### src/rtl/mmio_pkg.sv
// Shared definitions for the memory-mapped UART transmitter: register map,
// STATUS layout, TX engine states and the bus window base.
package mmio_pkg;

   // Base of the UART window; consumed by the external CE decode.
   localparam logic [31:0] MMIO_BASE = 32'h0020_0000;

   // Register select is ADDR[3:2] of the byte address (word index in the window).
   localparam int unsigned REG_SEL_W   = 2;
   localparam logic [1:0]  REG_TXDATA  = 2'd0;  // byte offset 0x0
   localparam logic [1:0]  REG_STATUS  = 2'd1;  // byte offset 0x4
   localparam logic [1:0]  REG_BAUDDIV = 2'd2;  // byte offset 0x8
   localparam logic [1:0]  REG_IRQEN   = 2'd3;  // byte offset 0xC

   // STATUS bit positions.
   localparam int unsigned ST_FULL      = 0;
   localparam int unsigned ST_EMPTY     = 1;
   localparam int unsigned ST_BUSY      = 2;
   localparam int unsigned ST_OVF       = 3;
   localparam int unsigned ST_COUNT_LSB = 8;
   localparam int unsigned ST_COUNT_W   = 8;

   localparam int unsigned BAUD_W = 16;
   localparam int unsigned BYTE_W = 8;

   // TX engine states.
   typedef enum logic [1:0] {
      TX_IDLE  = 2'd0,
      TX_START = 2'd1,
      TX_DATA  = 2'd2,
      TX_STOP  = 2'd3
   } tx_state_e;

   // STATUS read payload; field order matches the bit positions above.
   typedef struct packed {
      logic [15:0]           rsvd_hi;
      logic [ST_COUNT_W-1:0] count;
      logic [3:0]            rsvd_lo;
      logic                  ovf;
      logic                  busy;
      logic                  empty;
      logic                  full;
   } status_t;

endpackage

### src/rtl/uart_tx_fifo.sv
// Synchronous byte FIFO for the UART transmitter. A push is judged against
// the occupancy before any same-cycle pop, so a full FIFO always drops.
module uart_tx_fifo
   import mmio_pkg::*;
#(
   parameter int unsigned DEPTH = 8
) (
   input  logic                     clk,
   input  logic                     rst_n,
   input  logic                     push_i,
   input  logic [BYTE_W-1:0]        wdata_i,
   input  logic                     pop_i,
   output logic [BYTE_W-1:0]        rdata_o,
   output logic                     full_o,
   output logic                     empty_o,
   output logic [$clog2(DEPTH):0]   count_o
);

   localparam int unsigned AW = $clog2(DEPTH);
   localparam int unsigned CW = AW + 1;

   logic [BYTE_W-1:0] mem_q [DEPTH];
   logic [AW-1:0]     wr_ptr_q;
   logic [AW-1:0]     rd_ptr_q;
   logic [CW-1:0]     count_q;
   logic [CW-1:0]     count_d;
   logic              full_q;
   logic              empty_q;
   logic              push_ok;
   logic              pop_ok;

   // Qualify requests against current occupancy and form the next count.
   always_comb begin
      push_ok = push_i & ~full_q;
      pop_ok  = pop_i & ~empty_q;
      count_d = count_q + CW'(push_ok) - CW'(pop_ok);
   end

   // Pointers, occupancy and registered full/empty flags.
   always_ff @(posedge clk or negedge rst_n) begin
      if (!rst_n) begin
         wr_ptr_q <= '0;
         rd_ptr_q <= '0;
         count_q  <= '0;
         full_q   <= 1'b0;
         empty_q  <= 1'b1;
      end else begin
         if (push_ok) wr_ptr_q <= wr_ptr_q + AW'(1);
         if (pop_ok)  rd_ptr_q <= rd_ptr_q + AW'(1);
         count_q <= count_d;
         full_q  <= (count_d == CW'(DEPTH));
         empty_q <= (count_d == '0);
      end
   end

   // Storage array; contents need no reset since occupancy guards reads.
   always_ff @(posedge clk) begin
      if (push_ok) mem_q[wr_ptr_q] <= wdata_i;
   end

   assign rdata_o = mem_q[rd_ptr_q];
   assign full_o  = full_q;
   assign empty_o = empty_q;
   assign count_o = count_q;

endmodule

### src/rtl/mmio_uart_tx.sv
// Memory-mapped 8N1 UART transmitter on the data-memory bus.
// Optional feature macro: MMIO_UART_IRQ_EN adds the IRQ output and the
// IRQEN register at offset 0xC; without it 0xC reads 0 and ignores writes.
module mmio_uart_tx
   import mmio_pkg::*;
#(
   parameter int unsigned FIFO_DEPTH  = 8,
   parameter logic [15:0] DEFAULT_DIV = 16'd433
) (
   input  logic        CLK,
   input  logic        RST,
   input  logic        CE,
   input  logic [29:0] ADDR,
   input  logic [31:0] DATAI,
   input  logic [3:0]  WSTB,
   output logic [31:0] DATAO,
   output logic        TXD
`ifdef MMIO_UART_IRQ_EN
   ,
   output logic        IRQ
`endif
);

   localparam int unsigned CNT_W = $clog2(FIFO_DEPTH) + 1;

   // Bus decode
   logic                 rd_en;
   logic                 wr_en;
   logic [REG_SEL_W-1:0] reg_sel;
   logic                 push_req;
   logic                 ovf_clr;
   logic                 baud_wr;

   // Registers
   logic [31:0]       datao_q;
   logic              ovf_q;
   logic [BAUD_W-1:0] baud_q;
`ifdef MMIO_UART_IRQ_EN
   logic              irqen_q;
   logic              irq_q;
`endif

   // FIFO
   logic              fifo_pop;
   logic [BYTE_W-1:0] fifo_rdata;
   logic              fifo_full;
   logic              fifo_empty;
   logic [CNT_W-1:0]  fifo_count;

   // TX engine
   tx_state_e         state_q, state_d;
   logic [BAUD_W-1:0] cnt_q, cnt_d;
   logic [BAUD_W-1:0] div_q, div_d;
   logic [2:0]        bit_idx_q, bit_idx_d;
   logic [BYTE_W-1:0] shreg_q, shreg_d;
   logic              txd_q, txd_d;

   // Read mux
   status_t           status_c;
   logic [31:0]       rdata_c;

   logic              unused_ok;
   assign unused_ok = ^{ADDR[29:2], DATAI[31:16]};

   // Decode the access type and target register.
   always_comb begin
      reg_sel  = ADDR[1:0];
      rd_en    = CE & (WSTB == 4'b0000);
      wr_en    = CE & (WSTB != 4'b0000);
      push_req = wr_en & (reg_sel == REG_TXDATA) & WSTB[0];
      ovf_clr  = wr_en & (reg_sel == REG_STATUS) & WSTB[0] & DATAI[ST_OVF];
      baud_wr  = wr_en & (reg_sel == REG_BAUDDIV);
   end

   uart_tx_fifo #(
      .DEPTH (FIFO_DEPTH)
   ) u_fifo (
      .clk     (CLK),
      .rst_n   (RST),
      .push_i  (push_req),
      .wdata_i (DATAI[BYTE_W-1:0]),
      .pop_i   (fifo_pop),
      .rdata_o (fifo_rdata),
      .full_o  (fifo_full),
      .empty_o (fifo_empty),
      .count_o (fifo_count)
   );

   // Sticky overflow flag and byte-lane BAUDDIV updates.
   always_ff @(posedge CLK or negedge RST) begin
      if (!RST) begin
         ovf_q  <= 1'b0;
         baud_q <= DEFAULT_DIV;
      end else begin
         if (push_req && fifo_full) begin
            ovf_q <= 1'b1;
         end else if (ovf_clr) begin
            ovf_q <= 1'b0;
         end
         if (baud_wr && WSTB[0]) baud_q[7:0]  <= DATAI[7:0];
         if (baud_wr && WSTB[1]) baud_q[15:8] <= DATAI[15:8];
      end
   end

`ifdef MMIO_UART_IRQ_EN
   // Interrupt enable and registered "transmitter drained" interrupt.
   always_ff @(posedge CLK or negedge RST) begin
      if (!RST) begin
         irqen_q <= 1'b0;
         irq_q   <= 1'b0;
      end else begin
         if (wr_en && (reg_sel == REG_IRQEN) && WSTB[0]) irqen_q <= DATAI[0];
         irq_q <= irqen_q & fifo_empty & (state_q == TX_IDLE);
      end
   end

   assign IRQ = irq_q;
`endif

   // Assemble read data for the selected register.
   always_comb begin
      status_c         = '0;
      status_c.full    = fifo_full;
      status_c.empty   = fifo_empty;
      status_c.busy    = (state_q != TX_IDLE);
      status_c.ovf     = ovf_q;
      status_c.count   = ST_COUNT_W'(fifo_count);
      rdata_c          = 32'd0;
      case (reg_sel)
         REG_TXDATA:  rdata_c = 32'd0;
         REG_STATUS:  rdata_c = status_c;
         REG_BAUDDIV: rdata_c = {16'd0, baud_q};
`ifdef MMIO_UART_IRQ_EN
         REG_IRQEN:   rdata_c = {31'd0, irqen_q};
`else
         REG_IRQEN:   rdata_c = 32'd0;
`endif
         default:     rdata_c = 32'd0;
      endcase
   end

   // Read data register; holds between reads.
   always_ff @(posedge CLK or negedge RST) begin
      if (!RST) begin
         datao_q <= 32'd0;
      end else if (rd_en) begin
         datao_q <= rdata_c;
      end
   end

   assign DATAO = datao_q;

   // TX engine state register; reset forces the line idle immediately.
   always_ff @(posedge CLK or negedge RST) begin
      if (!RST) begin
         state_q   <= TX_IDLE;
         cnt_q     <= '0;
         div_q     <= '0;
         bit_idx_q <= '0;
         shreg_q   <= '0;
         txd_q     <= 1'b1;
      end else begin
         state_q   <= state_d;
         cnt_q     <= cnt_d;
         div_q     <= div_d;
         bit_idx_q <= bit_idx_d;
         shreg_q   <= shreg_d;
         txd_q     <= txd_d;
      end
   end

   // TX engine next state; TXD is registered as the level of the next cycle.
   always_comb begin
      state_d   = state_q;
      cnt_d     = cnt_q;
      div_d     = div_q;
      bit_idx_d = bit_idx_q;
      shreg_d   = shreg_q;
      txd_d     = txd_q;
      fifo_pop  = 1'b0;

      case (state_q)
         TX_IDLE: begin
            txd_d = 1'b1;
            if (!fifo_empty) begin
               fifo_pop = 1'b1;
               shreg_d  = fifo_rdata;
               div_d    = baud_q;
               cnt_d    = baud_q;
               txd_d    = 1'b0;
               state_d  = TX_START;
            end
         end
         TX_START: begin
            if (cnt_q == '0) begin
               cnt_d     = div_q;
               bit_idx_d = 3'd0;
               txd_d     = shreg_q[0];
               state_d   = TX_DATA;
            end else begin
               cnt_d = cnt_q - BAUD_W'(1);
            end
         end
         TX_DATA: begin
            if (cnt_q == '0) begin
               cnt_d = div_q;
               if (bit_idx_q == 3'd7) begin
                  txd_d   = 1'b1;
                  state_d = TX_STOP;
               end else begin
                  bit_idx_d = bit_idx_q + 3'd1;
                  shreg_d   = {1'b0, shreg_q[BYTE_W-1:1]};
                  txd_d     = shreg_q[1];
               end
            end else begin
               cnt_d = cnt_q - BAUD_W'(1);
            end
         end
         TX_STOP: begin
            if (cnt_q == '0) begin
               if (!fifo_empty) begin
                  // Back-to-back frame: no idle gap after the stop bit.
                  fifo_pop = 1'b1;
                  shreg_d  = fifo_rdata;
                  div_d    = baud_q;
                  cnt_d    = baud_q;
                  txd_d    = 1'b0;
                  state_d  = TX_START;
               end else begin
                  txd_d   = 1'b1;
                  state_d = TX_IDLE;
               end
            end else begin
               cnt_d = cnt_q - BAUD_W'(1);
            end
         end
         default: begin
            txd_d   = 1'b1;
            state_d = TX_IDLE;
         end
      endcase
   end

   assign TXD = txd_q;

endmodule

### config.mk
export PLATFORM = sky130hd
export DESIGN_NAME = mmio_uart_tx
export DESIGN_NICKNAME = d
export VERILOG_FILES = /design/src/rtl/mmio_pkg.sv /design/src/rtl/uart_tx_fifo.sv /design/src/rtl/mmio_uart_tx.sv
export SDC_FILE = /design/constraint.sdc
export NUM_CORES = 1
export LEC_CHECK = 0
export ABC_AREA = 1
export BUFFER_PORTS_ARGS = -buffer_cell sky130_fd_sc_hd__buf_2
export CAP_MARGIN = 20
export CORE_MARGIN = 4
export CORE_UTILIZATION = 60
export DETAILED_ROUTE_END_ITERATION = 10
export PLACE_DENSITY = 0.83
export SKIP_LAST_GASP = 1
export SYNTH_ARGS = -nofsm -noshare
export SYNTH_HDL_FRONTEND = slang
export SYNTH_SLANG_ARGS = --single-unit
### constraint.sdc
create_clock -name CLK -period 4.5 [get_ports CLK]
set_input_delay 0.675 -clock CLK [delete_from_list [all_inputs] [get_ports CLK]]
set_output_delay 0.675 -clock CLK [all_outputs]
set_load 0.03 [all_outputs]
==> Word level (Yosys, flattened, before mapping) <==
Memory sizes are Yosys's and may differ from the RTL's.
Cells that the tools add are included.
{ "op_classes": {"n_bitwise": 12, "add_sub_neg": 6, "mux": 37, "eq_ne": 14, "reduce_logical": 21} }
{ "ops": {"columns": ["cell", "n"], "rows": [
  ["32-bit case mux with 3 select lines", 1],
  ["16-bit two-way mux", 5],
  ["16-bit case mux with 3 select lines", 1],
  ["8-bit two-way mux", 4],
  ["16-bit case mux with 2 select lines", 1],
  ["8-bit case mux with 3 select lines", 1],
  ["16-bit zero test", 1],
  ["16-bit by 1-bit subtractor with 16-bit output (second input constant)", 1],
  ["1-bit two-way mux", 12],
  ["2-bit != test (second input constant)", 6],
  ["1-bit bitwise AND", 10],
  ["2-bit two-way mux", 5],
  ["3-bit by 1-bit adder with 3-bit output (second input constant)", 3],
  ["3-bit two-way mux", 3],
  ["2-bit equality test (second input constant)", 4],
  ["4-bit zero test", 2],
  ["2-bit case mux with 4 select lines", 1],
  ["4-bit AND reduction", 2],
  ["2-bit nonzero test", 4],
  ["3-bit case mux with 2 select lines", 1],
  ["5-bit AND reduction", 1],
  ["4-bit by 1-bit adder with 4-bit output", 1],
  ["2-bit by 1-bit equality test with 1-bit output (second input constant)", 2],
  ["4-bit equality test (second input constant)", 1],
  ["other kinds (12)", 17]
]} }
{ "totals": {"memories": 1, "elab_cells": 106, "in_bits": 69, "out_inout_bits": 33, "regBits": 107, "ram_bits": 64} }
{ "memory_table": {"columns": ["name", "depth", "width", "read_ports", "rd_clocked_by_memory_dff", "wr", "line_no", "text"], "rows": [
  ["u_fifo.mem_q", 8, 8, 1, 0, 1, "uart_tx_fifo.sv:22", "logic [BYTE_W-1:0] mem_q [DEPTH];"]
]} }

==> Depth between registers and ports, before layout <==
Gate-level depths: netlist of the first run.
{ "logic_depth": {"ltp_word": 8, "depth_mapped": 17, "ltp_nobuf": 16} }

==> Cells and area by module <==
Synthesis of the first run repeated with hierarchy kept, for this count alone.
{ "unflattened": {"hier_cells": 958, "area_unflattened_um2": 8260.4} }
{ "modules_own_cells": {"columns": ["mod", "n_inst", "cells_each", "area_each_um2"], "rows": [
  ["mmio_uart_tx", 1, 599, 4732.0],
  ["uart_tx_fifo", 1, 359, 3528.4]
]} }

==> Worst setup path after synthesis of the first run <==
No wires, ideal clock.
{ "synth_timing": {"path_type": "register to register", "start": "reg cnt_q[0]", "end": "reg u_fifo.empty_q (netlist: u_fifo.empty_o)", "slack_ns": 1.518, "required_time_ns": 4.432, "arrival_time_ns": 2.915, "path_stages_with_launch": 18, "cell_sequence": "dfrtp_1 inv_1 ha_1 nand2_2 nor2_4 nand3_4 buf_6 o21bai_4 nand2_2 inv_1 ha_1 inv_1 ha_1 inv_1 fa_1 inv_1 or3_1 nor2_1"} }
{ "synth_via": {"elab_chain_len": 6} }
{ "synth_lines": {"columns": ["item", "line_no", "text"], "rows": [
  ["start: declaration", "mmio_uart_tx.sv:52", "logic [BAUD_W-1:0] cnt_q, cnt_d;"],
  ["start signal: assignment", "mmio_uart_tx.sv:164", "cnt_q <= cnt_d;"],
  ["16-bit zero test", "mmio_uart_tx.sv:220", "if (cnt_q == '0) begin"],
  ["1-bit two-way mux", "mmio_uart_tx.sv:220", null],
  ["1-bit case mux with 2 select lines", "mmio_uart_tx.sv:182", "case (state_q)"],
  ["1-bit bitwise AND", "uart_tx_fifo.sv:35", "pop_ok = pop_i & ~empty_q;"],
  ["net u_fifo.pop_ok", "uart_tx_fifo.sv:30", "logic pop_ok;"],
  ["4-bit by 1-bit subtractor with 4-bit output", "uart_tx_fifo.sv:36", "count_d = count_q + CW'(push_ok) - CW'(pop_ok);"],
  ["net u_fifo.count_d[1]", "uart_tx_fifo.sv:26", "logic [CW-1:0] count_d;"],
  ["4-bit zero test", "uart_tx_fifo.sv:52", "empty_q <= (count_d == '0);"],
  ["end signal: assignment", "uart_tx_fifo.sv:52", null],
  ["end: declaration", "uart_tx_fifo.sv:28", "logic empty_q;"]
]} }
The timed path passes the listed nets, and every way through them passes these cells.
A chain may end at the register's enable or synchronous reset.

==> Worst setup path in the final report of the first run <==
{ "layout_timing": {"start": "reg state_q[0]", "end": "reg u_fifo.full_q (netlist: u_fifo.full_o)"} }
{ "layout_via": {"elab_chain_len": 5} }
{ "layout_lines": {"columns": ["item", "line_no", "text"], "rows": [
  ["start: declaration", "mmio_uart_tx.sv:51", "tx_state_e state_q, state_d;"],
  ["start signal: assignment", "mmio_uart_tx.sv:163", "state_q <= state_d;"],
  ["2-bit equality test / 2-bit zero test (equally long branches)", "mmio_uart_tx.sv:182", null],
  ["1-bit case mux with 2 select lines *", "mmio_uart_tx.sv:182", null],
  ["1-bit bitwise AND *", "uart_tx_fifo.sv:35", null],
  ["net u_fifo.pop_ok", "uart_tx_fifo.sv:30", null],
  ["4-bit by 1-bit subtractor with 4-bit output *", "uart_tx_fifo.sv:36", null],
  ["net u_fifo.count_d[1]", "uart_tx_fifo.sv:26", null],
  ["4-bit equality test *", "uart_tx_fifo.sv:51", "full_q <= (count_d == CW'(DEPTH));"],
  ["end signal: assignment", "uart_tx_fifo.sv:51", null],
  ["end: declaration", "uart_tx_fifo.sv:27", "logic full_q;"]
]} }
Mark *: on every way through the listed nets, which the timed path passes. The rest lies on a longest branch.

==> flow_metrics.py, run 1 <==
metrics = {
    "run_status": {
        "status": "completed",
    },
    "yosys": {
        "synth_top_cell_by_area": "dfrtp_1",
        "netlist_instances": 863,
        "yosysTopAreaCellShare_pct": 27.5,
        "yosysSeqAreaShare_pct": 55.1,
        "synthFlopType": "dfrtp_1",
        "synth.cells.most_frequent": "nand2_1 (248), nand3_1 (85), dfrtp_1 (84), inv_1 (71), o21ai_0 (70)",
        "ys_ff_latch": 155,
        "synth.most_common_cell": "nand2_1",
        "synthTopCellsByArea": "dfrtp_1 (28%), edfxtp_1 (25%), nand2_1 (12%)",
        "ys_async_sr_fraction_pct": 58.7,
        "synth_edf_count": 64,
        "ys.warnings.count": 0,
        "synth_area_sq_um": 7640,
        "synth.distinct_cells": 40,
        "syn_avg_cell_area_sq_um": 8.85,
    },
    "global_routing": {
        "grt_pass1_vias": 5553,
        "grt_use_total_pct": 23.9,
        "grt_max_degree": 59,
        "overflow": 0,
        "grt_pass1_wl_mm": 27.3,
        "antenna_found_initial": 0,
    },
    "critical_path": {
        "cp_num_buf_inv": 5,
        "end_kind": "flop",
        "crit_type": "flop to flop",
        "cp_cell_sequence": "inv_1, ha_1, nor2_1, nand2_2, inv_1, ha_1, inv_1, ha_1, inv_1, fa_1, inv_1, or3_1, nor2_1",
        "crit_family": "adder cells",
        "crit_required_ps": 4860,
        "worstPathArrival_ps": 3780,
        "critPathSlowestCell": "ha_1",
        "startpoint_type": "flop",
        "cpPeakStageDelay_ps": 540,
        "crit_top_cell": "inv_1",
        "cp_max_fo": 18,
    },
    "cts": {
        "tritoncts": "done",
        "cts_hold_buf": 0,
        "clk_latency_ps": 430,
        "clock_sinks": 155,
        "clk_pin_slew_ps": 60,
        "cts_buffers": 17,
        "post_cts_buffers": 0,
        "cts_resized": 0,
        "clockBufferDepth": 2,
        "ctsHtreeMaxLevel": 4,
        "cts_root_buffer": "clkbuf_16",
    },
    "detailed_routing": {
        "wl_met2_mm": 7.60,
        "wirelength_mm": 16.6,
        "drt_iter0_drc": 628,
        "first_pass_iters": 5,
        "met1Wirelength_mm": 7.61,
        "drt-vias-per-instance": 5.54,
        "post-route-drc-count": 0,
        "vias": 5971,
        "dr.max_layer_used": "met4",
        "routedWlPerCell_um": 15.4,
        "wl_met3_mm": 1.04,
        "ant_nets": 0,
    },
    "flow_run": {
        "cap_violations": 0,
    },
    "placed_design": {
        "place_ws_ps": 1140,
        "dp.cells": 1046,
        "dp_hpwl_mm": 10.8,
        "gp_congestion": 0.838,
        "port-buffer-count": 41,
    },
    "timing": {
        "clock_skew_ps": 6.40,
        "setup-tns-final_ps": 0,
        "fin_crit_sh_pct": 76.0,
        "worst_pin_slew_ps": 989,
        "fin_ws_ps": 1080,
        "fmax_ghz": 0.292,
        "timing.hold.ws_ps": 298,
        "slew_headroom_pct": 33.9,
        "fin_crit_ps": 3420,
        "rsz0062_at_grt": "false",
        "setup_violations": 0,
        "final-hold-violation-count": 0,
        "slew_violations": 0,
    },
    "die": {
        "die_h_um": 121,
        "die_w_um": 121,
        "core_area_sq_um": 12200,
        "start_util_pct": 62.5,
        "die_area_sq_um": 14600,
        "pin_count": 102,
        "num_rows": 40,
    },
    "min_path": {
        "hold_class": "input port to async pin",
    },
    "final_layout": {
        "nNetsFinal": 981,
        "instances_no_fill": 1078,
        "num_antenna_cells": 0,
        "fillerInstances": 923,
        "area_growth_syn_to_layout_pct": 11.7,
        "drive_above_1_share_pct": 13.5,
    },
    "power_and_ir_drop": {
        "powerDensity_nw_per_um2": 486,
        "power_mw": 4.14,
        "peakVddDrop_v": 0.000456,
        "total_leakage_power_nw": 3.87,
    },
}
-- path summary, 6_finish.rpt --
check                           start       endpoint  slack (ps)  depth (start not counted)
setup / recovery           state_q[0]  u_fifo.full_o        1080                         13
hold / removal                    RST   bit_idx_q[2]         300                          1
setup reg to reg           state_q[0]  u_fifo.full_o        1080                         13
hold reg to reg            shreg_q[3]     shreg_q[3]         470                          2
max in group asynchronous         RST            TXD        3280                          2
min in group CLK            DATAI[15]     baud_q[15]         450                          3
-- per-layer routing --
layer  GRT usage (%)  vias up
met3            4.72       37
li1                -     2885
met2            36.3      239
met5               0        -
met4            8.64        0
met1            34.4     2810
-- registers in the layout, summed over array words and instances (netlist names) --
signal,flops
ovf_q,1
u_fifo.empty_o,1
u_fifo.count_o,4
div_q,16
u_fifo.wr_ptr_q,3
TXD,1
DATAO,16
cnt_q,16
u_fifo.rd_ptr_q,3
baud_q,16
state_q,2
shreg_q,8
u_fifo.mem_q,64
u_fifo.full_o,1
bit_idx_q,3
-- power breakdown --
part	switching (mW)	internal [mW]
Clock	0.579	0.931
Sequential	0.193	1.70
Combinational	0.474	0.266
Total	1.25	2.90
-- cell type report --
| type | count | area, sq um | share of cell area (%) |
|---|---|---|---|
| Inverter | 73 | 274 | 3.21 |
| Multi-Input combinational cell | 599 | 2930 | 34.4 |
| Timing Repair Buffer | 51 | 283 | 3.32 |
| Clock inverter | 14 | 194 | 2.27 |
| Clock buffer | 18 | 429 | 5.03 |
| Tap cell | 168 | 210 | 2.46 |
| Sequential cell | 155 | 4210 | 49.3 |
-- worst register-to-register path, stage by stage (launching register included) --
cell and delay (ps):
dfrtp_1 400, inv_1 120, ha_1 540, nor2_1 470, nand2_2 140, inv_1 140
ha_1 240, inv_1 60, ha_1 160, inv_1 50, fa_1 480, inv_1 50
or3_1 390, nor2_1 100
-- layout by cell type (no fill, tap or decap), types with 2 or more instances in the layout --
cell	n
nand2_1	248
nand3_1	85
dfrtp_1	84
inv_1	71
o21ai_0	70
edfxtp_1	64
nor2_1	56
buf_2	40
o21ai_1	19
clkbuf_16	17
conb_1	16
a21oi_1	15
ha_1	14
nand4_1	11
or2_2	11
buf_4	11
mux2_2	8
o22ai_1	8
dfstp_2	7
xor2_1	6
xnor2_1	6
nor2_2	5
nor3_1	5
bufinv_16	4
nand2_2	3
inv_6	3
clkinv_4	3
inv_2	2
o211ai_1	2
clkinv_2	2
-- cells by family after synthesis --
family | Yosys count | share of synthesized area [%]
AND/OR/NAND/NOR | 429 | 24.1
flip-flops | 155 | 55.1
other | 1 | 0.0491
buffers and inverters | 124 | 7.26
multiplexers | 8 | 1.18
adder cells (fa/ha/maj) | 15 | 2.56
AO/OA/AOI/OAI | 119 | 8.42
XOR/XNOR | 12 | 1.38
-- through the flow --
| step | area (sq um) | utilization, % |
|---|---|---|
| after detailed placement | 7910 | 64.7 |
| after global placement | 7910 | 64.7 |
| after floorplan | 7690 | - |
| final | 8530 | 69.8 |
| after CTS | 8530 | 69.8 |
| after global routing | 8530 | 69.8 |
Note: power is estimated with default switching activity, not from simulation.
==> run 2, diff against run 1 <==
--- a/config.mk
+++ b/config.mk
@@ -9,9 +9,9 @@
 export BUFFER_PORTS_ARGS = -buffer_cell sky130_fd_sc_hd__buf_2
 export CAP_MARGIN = 20
 export CORE_MARGIN = 4
-export CORE_UTILIZATION = 60
+export CORE_UTILIZATION = 52
 export DETAILED_ROUTE_END_ITERATION = 10
-export PLACE_DENSITY = 0.83
+export PLACE_DENSITY = 0.76
 export SKIP_LAST_GASP = 1
 export SYNTH_ARGS = -nofsm -noshare
 export SYNTH_HDL_FRONTEND = slang
==> constraint.sdc (replaced) <==
create_clock -name CLK -period 3.03 [get_ports CLK]
set_input_delay 0.4545 -clock CLK [delete_from_list [all_inputs] [get_ports CLK]]
set_output_delay 0.4545 -clock CLK [all_outputs]
set_load 0.03 [all_outputs]
==> run 2 against run 1 <==
Final area rose by 2.6%. First-iteration DRC count rose by 5.7%. Die area rose by 14%. Core utilization fell by 9.4 points. Count of clock-buffer cells in the layout fell by 1. Worst setup slack got worse by 930 ps. Global-route usage fell by 2.2 points. Non-clock buffer count rose by 22. Critical path depth rose by 2. Critical endpoint is now u_fifo.empty_o. Power rose by 49%. Sequential power rose by 46%.
==> flow_metrics.py, run 2 (same netlist as run 1, synthesis figures left out) <==
metrics = {
    "power_and_ir_drop": {
        "power_mw": 6.18,
        "powerDensity_nw_per_um2": 706,
        "peakVddDrop_v": 0.000493,
        "total_leakage_power_nw": 3.99,
    },
    "die": {
        "die_h_um": 129,
        "core_area_sq_um": 14500,
        "die_area_sq_um": 16700,
        "num_rows": 44,
        "die_w_um": 129,
        "pin_count": 102,
        "start_util_pct": 52.7,
    },
    "timing": {
        "slew_violations": 0,
        "fin_crit_sh_pct": 94.9,
        "fmax_ghz": 0.348,
        "setup-tns-final_ps": 0,
        "slew_headroom_pct": 34.1,
        "fin_ws_ps": 154,
        "worst_pin_slew_ps": 988,
        "timing.hold.ws_ps": 56.4,
        "final-hold-violation-count": 0,
        "fin_crit_ps": 2880,
        "setup_violations": 0,
        "clock_skew_ps": 7.76,
    },
    "final_layout": {
        "ff_latch_area_sq_um": 4210,
        "drive_above_1_share_pct": 16.4,
        "regMostFlops": "u_fifo.mem_q",
        "final_area_sq_um": 8750,
        "nNetsFinal": 1003,
        "final_cell_mix": "nand2_1 (247), nand3_1 (85), dfrtp_1 (84)",
        "instances_no_fill": 1116,
        "largest_reg_flops": 64,
        "num_antenna_cells": 0,
        "fillerInstances": 1207,
        "finish.utilization_pct": 60.5,
        "area_growth_syn_to_layout_pct": 14.6,
        "final_common_cell": "nand2_1",
        "multiInputGateArea_sq_um": 2970,
    },
    "placed_design": {
        "port-buffer-count": 41,
        "gp_congestion": 0.840,
        "placed_area_sq_um": 8070,
        "dp_hpwl_mm": 11.4,
        "dp.cells": 1080,
        "place_ws_ps": 7.48,
    },
    "run_status": {
        "status": "completed",
    },
    "cts": {
        "clk_latency_ps": 420,
        "clockBufferDepth": 2,
        "tritoncts": "done",
        "ctsHtreeMaxLevel": 4,
        "cts_hold_buf": 0,
        "clk_pin_slew_ps": 60,
        "cts_buffers": 17,
        "cts_root_buffer": "clkbuf_16",
        "clock_sinks": 155,
    },
    "critical_path": {
        "crit-reg2reg-launch": "cnt_q[4]",
        "crit_top_cell": "inv_1",
        "cpPeakStageDelay_ps": 480,
        "cp_max_fo": 4,
        "reg2reg_depth": 15,
        "critPathSlowestCell": "fa_1",
        "startpoint_type": "flop",
        "worstPathArrival_ps": 3230,
        "regToRegEndpoint": "u_fifo.empty_o",
        "end_kind": "flop",
        "crit_type": "flop to flop",
        "cp_cell_sequence": "nor2_2, nand2_2, nor2_4, nand3_4, o21bai_4, nand2_4, inv_2, ha_1, inv_1, ha_2, inv_1, fa_1, inv_1, or3_1, nor2_1",
        "rrSetupSlack_ps": 150,
        "crit_required_ps": 3390,
    },
    "detailed_routing": {
        "wirelength_mm": 17.1,
        "post-route-drc-count": 0,
        "drt_iter0_drc": 664,
        "vias": 6029,
        "routedWlPerCell_um": 15.3,
        "drt-vias-per-instance": 5.40,
        "ant_nets": 0,
        "first_pass_iters": 5,
    },
    "global_routing": {
        "antenna_found_initial": 0,
        "grt_max_degree": 92,
        "overflow": 0,
        "grt_use_total_pct": 21.7,
        "grt_pass1_wl_mm": 28.5,
        "grt_pass1_vias": 5625,
    },
    "flow_run": {
        "cap_violations": 0,
    },
    "min_path": {
        "hold_class": "input port to async pin",
    },
}
## run 2: repair_timing
item                                    CTS  global route
buffers inserted                          1             3
endpoints found under the setup margin    2             2
gates resized for setup                   2             9
pin swaps                                 1             4
## run 2: how the worst max path moves through the flow
stage	to	from	slack [ps]
floorplan	u_fifo.empty_o	cnt_q[0]	50
global placement	u_fifo.empty_o	cnt_q[0]	90
detailed placement	u_fifo.empty_o	cnt_q[0]	7
CTS	u_fifo.empty_o	cnt_q[0]	8
global route	u_fifo.empty_o	cnt_q[4]	-10
finish	u_fifo.empty_o	cnt_q[4]	150
## run 2: routing by layer
layer / vias up / global-route usage (%) / part of all wire [%]
met5: - / 0 / 0
met3: 27 / 3.54 / 6.2
li1: 2937 / - / -
met1: 2851 / 31.5 / 45
met2: 214 / 33.4 / 48
met4: 0 / 7.29 / 1.4
## run 2: layout make-up
class                   instances  area share (%)
repair buffers                 73            5.26
flip-flops and latches        155            48.1
clock inverters                15            2.14
well taps                     184            2.63
inverters                      73            3.13
multi-input cells             599            33.9
clock buffers                  17            4.86
## run 2: critical path, delay by kind of cell (launching register included)
kind | cells | cell delay [ps]
fa+ha+maj | 3 | 860
simple gates | 7 | 1130
buf+inv | 4 | 240
flops | 1 | 430
compound gates | 1 | 160
## run 2: where the power goes
| group | internal, mW | switching, mW | total (mW) | leakage [nW] |
|---|---|---|---|---|
| combinational | 0.434 | 0.786 | 1.22 | 2.10 |
| sequential | 2.52 | 0.237 | 2.76 | 1.61 |
| clock | 1.31 | 0.894 | 2.20 | 0.286 |
==> run 3, diff against run 2 <==
--- a/config.mk
+++ b/config.mk
@@ -9,9 +9,10 @@
 export BUFFER_PORTS_ARGS = -buffer_cell sky130_fd_sc_hd__buf_2
 export CAP_MARGIN = 20
 export CORE_MARGIN = 4
-export CORE_UTILIZATION = 52
+export CORE_UTILIZATION = 50
 export DETAILED_ROUTE_END_ITERATION = 10
-export PLACE_DENSITY = 0.76
+export PLACE_DENSITY = 0.73
+export SETUP_SLACK_MARGIN = 0.4
 export SKIP_LAST_GASP = 1
 export SYNTH_ARGS = -nofsm -noshare
 export SYNTH_HDL_FRONTEND = slang
==> run 3 against run 2 <==
Hold slack worse by 4.1 ps. Count of clock-buffer cells in the layout is 1 higher. First-iteration DRC count is 21% lower. Clock skew hardly changed. Critical endpoint unchanged. Sequential share of layout area is 1.2 points lower. Final area is 2.5% higher. Flip-flop and latch count stayed put. Routed wire length is 1.1% higher.
==> flow_metrics.py, run 3 (same netlist as run 1, synthesis figures left out) <==
metrics = {
    "final_layout": {
        "final_area_sq_um": 8970,
        "multiInputGateArea_sq_um": 3040,
        "ff_latch_area_sq_um": 4210,
        "num_antenna_cells": 0,
        "area_growth_syn_to_layout_pct": 17.5,
        "largest_reg_flops": 64,
        "final_cell_mix": "nand2_1 (247), nand3_1 (85), dfrtp_1 (82)",
        "regMostFlops": "u_fifo.mem_q",
        "nNetsFinal": 1018,
        "fillerInstances": 1205,
        "final_common_cell": "nand2_1",
        "drive_above_1_share_pct": 19.0,
        "instances_no_fill": 1131,
    },
    "critical_path": {
        "cp_max_fo": 2,
        "crit_required_ps": 3390,
        "crit_type": "flop to flop",
        "startpoint_type": "flop",
        "end_kind": "flop",
        "worstPathArrival_ps": 3090,
        "crit-reg2reg-launch": "cnt_q[0]",
        "startpoint": "cnt_q[0]",
    },
    "power_and_ir_drop": {
        "p_sw_mw": 1.98,
        "peakVddDrop_v": 0.000711,
        "p_clk_share_pct": 35.2,
        "total_leakage_power_nw": 4.08,
        "combPwrFrac_pct": 22.1,
        "powerDensity_nw_per_um2": 720,
        "switching_share_pct": 30.7,
        "p_int_mw": 4.48,
        "power_mw": 6.46,
        "seqPwrFrac_pct": 42.8,
    },
    "timing": {
        "final-hold-violation-count": 0,
        "setup_violations": 0,
        "clock_skew_ps": 7.75,
        "worst_pin_slew_ps": 758,
        "setup-tns-final_ps": 0,
        "fin_crit_ps": 2730,
        "fmax_ghz": 0.366,
        "slew_violations": 0,
        "rsz0062_at_grt": "true",
        "fin_crit_sh_pct": 90.1,
        "slew_headroom_pct": 49.4,
    },
    "cts": {
        "tritoncts": "done",
        "clock_sinks": 155,
        "cts_root_buffer": "clkbuf_16",
        "clk_latency_ps": 420,
        "clockBufferDepth": 2,
        "ctsHtreeMaxLevel": 4,
        "clk_pin_slew_ps": 60,
        "cts_hold_buf": 0,
        "cts_buffers": 17,
    },
    "detailed_routing": {
        "drt-vias-per-instance": 5.38,
        "post-route-drc-count": 0,
        "routedWlPerCell_um": 15.2,
        "drt_iter0_drc": 522,
        "vias": 6089,
        "first_pass_iters": 5,
        "ant_nets": 0,
        "wirelength_mm": 17.2,
    },
    "global_routing": {
        "grt_use_total_pct": 19.9,
        "overflow": 0,
        "grt_pass1_wl_mm": 28.1,
        "grt_max_degree": 92,
        "grt_pass1_vias": 5531,
        "antenna_found_initial": 0,
    },
    "placed_design": {
        "gp_congestion": 0.852,
        "placed_area_sq_um": 8080,
        "dp.cells": 1079,
        "port-buffer-count": 41,
        "dp_hpwl_mm": 11.2,
    },
    "die": {
        "die_w_um": 132,
        "core_area_sq_um": 14800,
        "die_area_sq_um": 17300,
        "num_rows": 44,
        "pin_count": 102,
        "start_util_pct": 51.8,
        "die_h_um": 132,
    },
    "min_path": {
        "hold_class": "input port to async pin",
    },
    "flow_run": {
        "cap_violations": 0,
    },
    "run_status": {
        "status": "completed",
    },
}
[run 3: cell count changes in the layout (fill, tap and decap cells not counted), sizes merged]
cell,before,now
buf,73,88
bufinv,3,4
clkbuf,17,18
clkinv,3,2
clkinvlp,4,3
[run 3: routing by layer]
| metal | share of wire (%) | global-route usage, % | up-vias |
|---|---|---|---|
| met5 | 0 | 0 | - |
| met4 | 1.4 | 6.30 | 0 |
| met3 | 6.7 | 4.47 | 22 |
| met2 | 46 | 29.9 | 222 |
| met1 | 46 | 29.0 | 2878 |
| li1 | - | - | 2967 |
[run 3: repair_timing]
item,in CTS,in global routing
buffers inserted,13,7
gates resized for setup,14,13
pin swaps,8,3
setup endpoints to repair,2,3
[run 3: path summary, 6_finish.rpt]
kind                                  endpoint  slack, ps  cells after the start
worst min register to register      shreg_q[7]        470                      2
worst max-delay path            u_fifo.empty_o        300                     16
max in group asynchronous             cnt_q[2]       2560                      2
min in group CLK                    baud_q[14]        240                      3
worst max register to register  u_fifo.empty_o        300                     16
worst min-delay path                 cnt_q[13]         50                      2
[run 3: final cells by class]
type	instances	share of cell area, %
repair buffers	88	6.47
well taps	184	2.57
flip-flops and latches	155	46.9
clock inverters	14	2.31
multi-input cells	599	33.9
inverters	73	3.08
clock buffers	18	4.78
[run 3: worst max-delay path, cell delays in order, from the launching register on]
cell and delay (ps):
dfrtp_1 400, inv_2 90, ha_4 160, nand2_4 60, nor2_4 110, nand3_4 90
o21bai_4 170, nand2_4 90, inv_4 70, ha_4 190, inv_2 60, ha_4 120
inv_2 30, fa_1 490, inv_2 50, or3_4 390, nor2_4 110
[run 3: power by group through the flow]
| stage | registers (mW) | logic [mW] | clock network [mW] |
|---|---|---|---|
| after floorplan | 2.81 | 0.807 | 0 |
| after global placement | 2.77 | 1.15 | 0 |
| after detailed placement | 2.78 | 1.18 | 0 |
| after CTS | 2.75 | 1.30 | 2.31 |
| after global routing | 2.80 | 1.59 | 2.41 |
| final | 2.76 | 1.43 | 2.27 |
[run 3: per-stage QoR]
step | hold slack [ps] | worst slack, ps | utilization, %
finish | 52.2 | 301 | 60.8
global route | 97.3 | 231 | 60.8
CTS | 91.3 | 343 | 60.1
detailed placement | 459 | 75.5 | 54.8
global placement | 457 | 141 | 54.8
floorplan | 159 | 178 | -
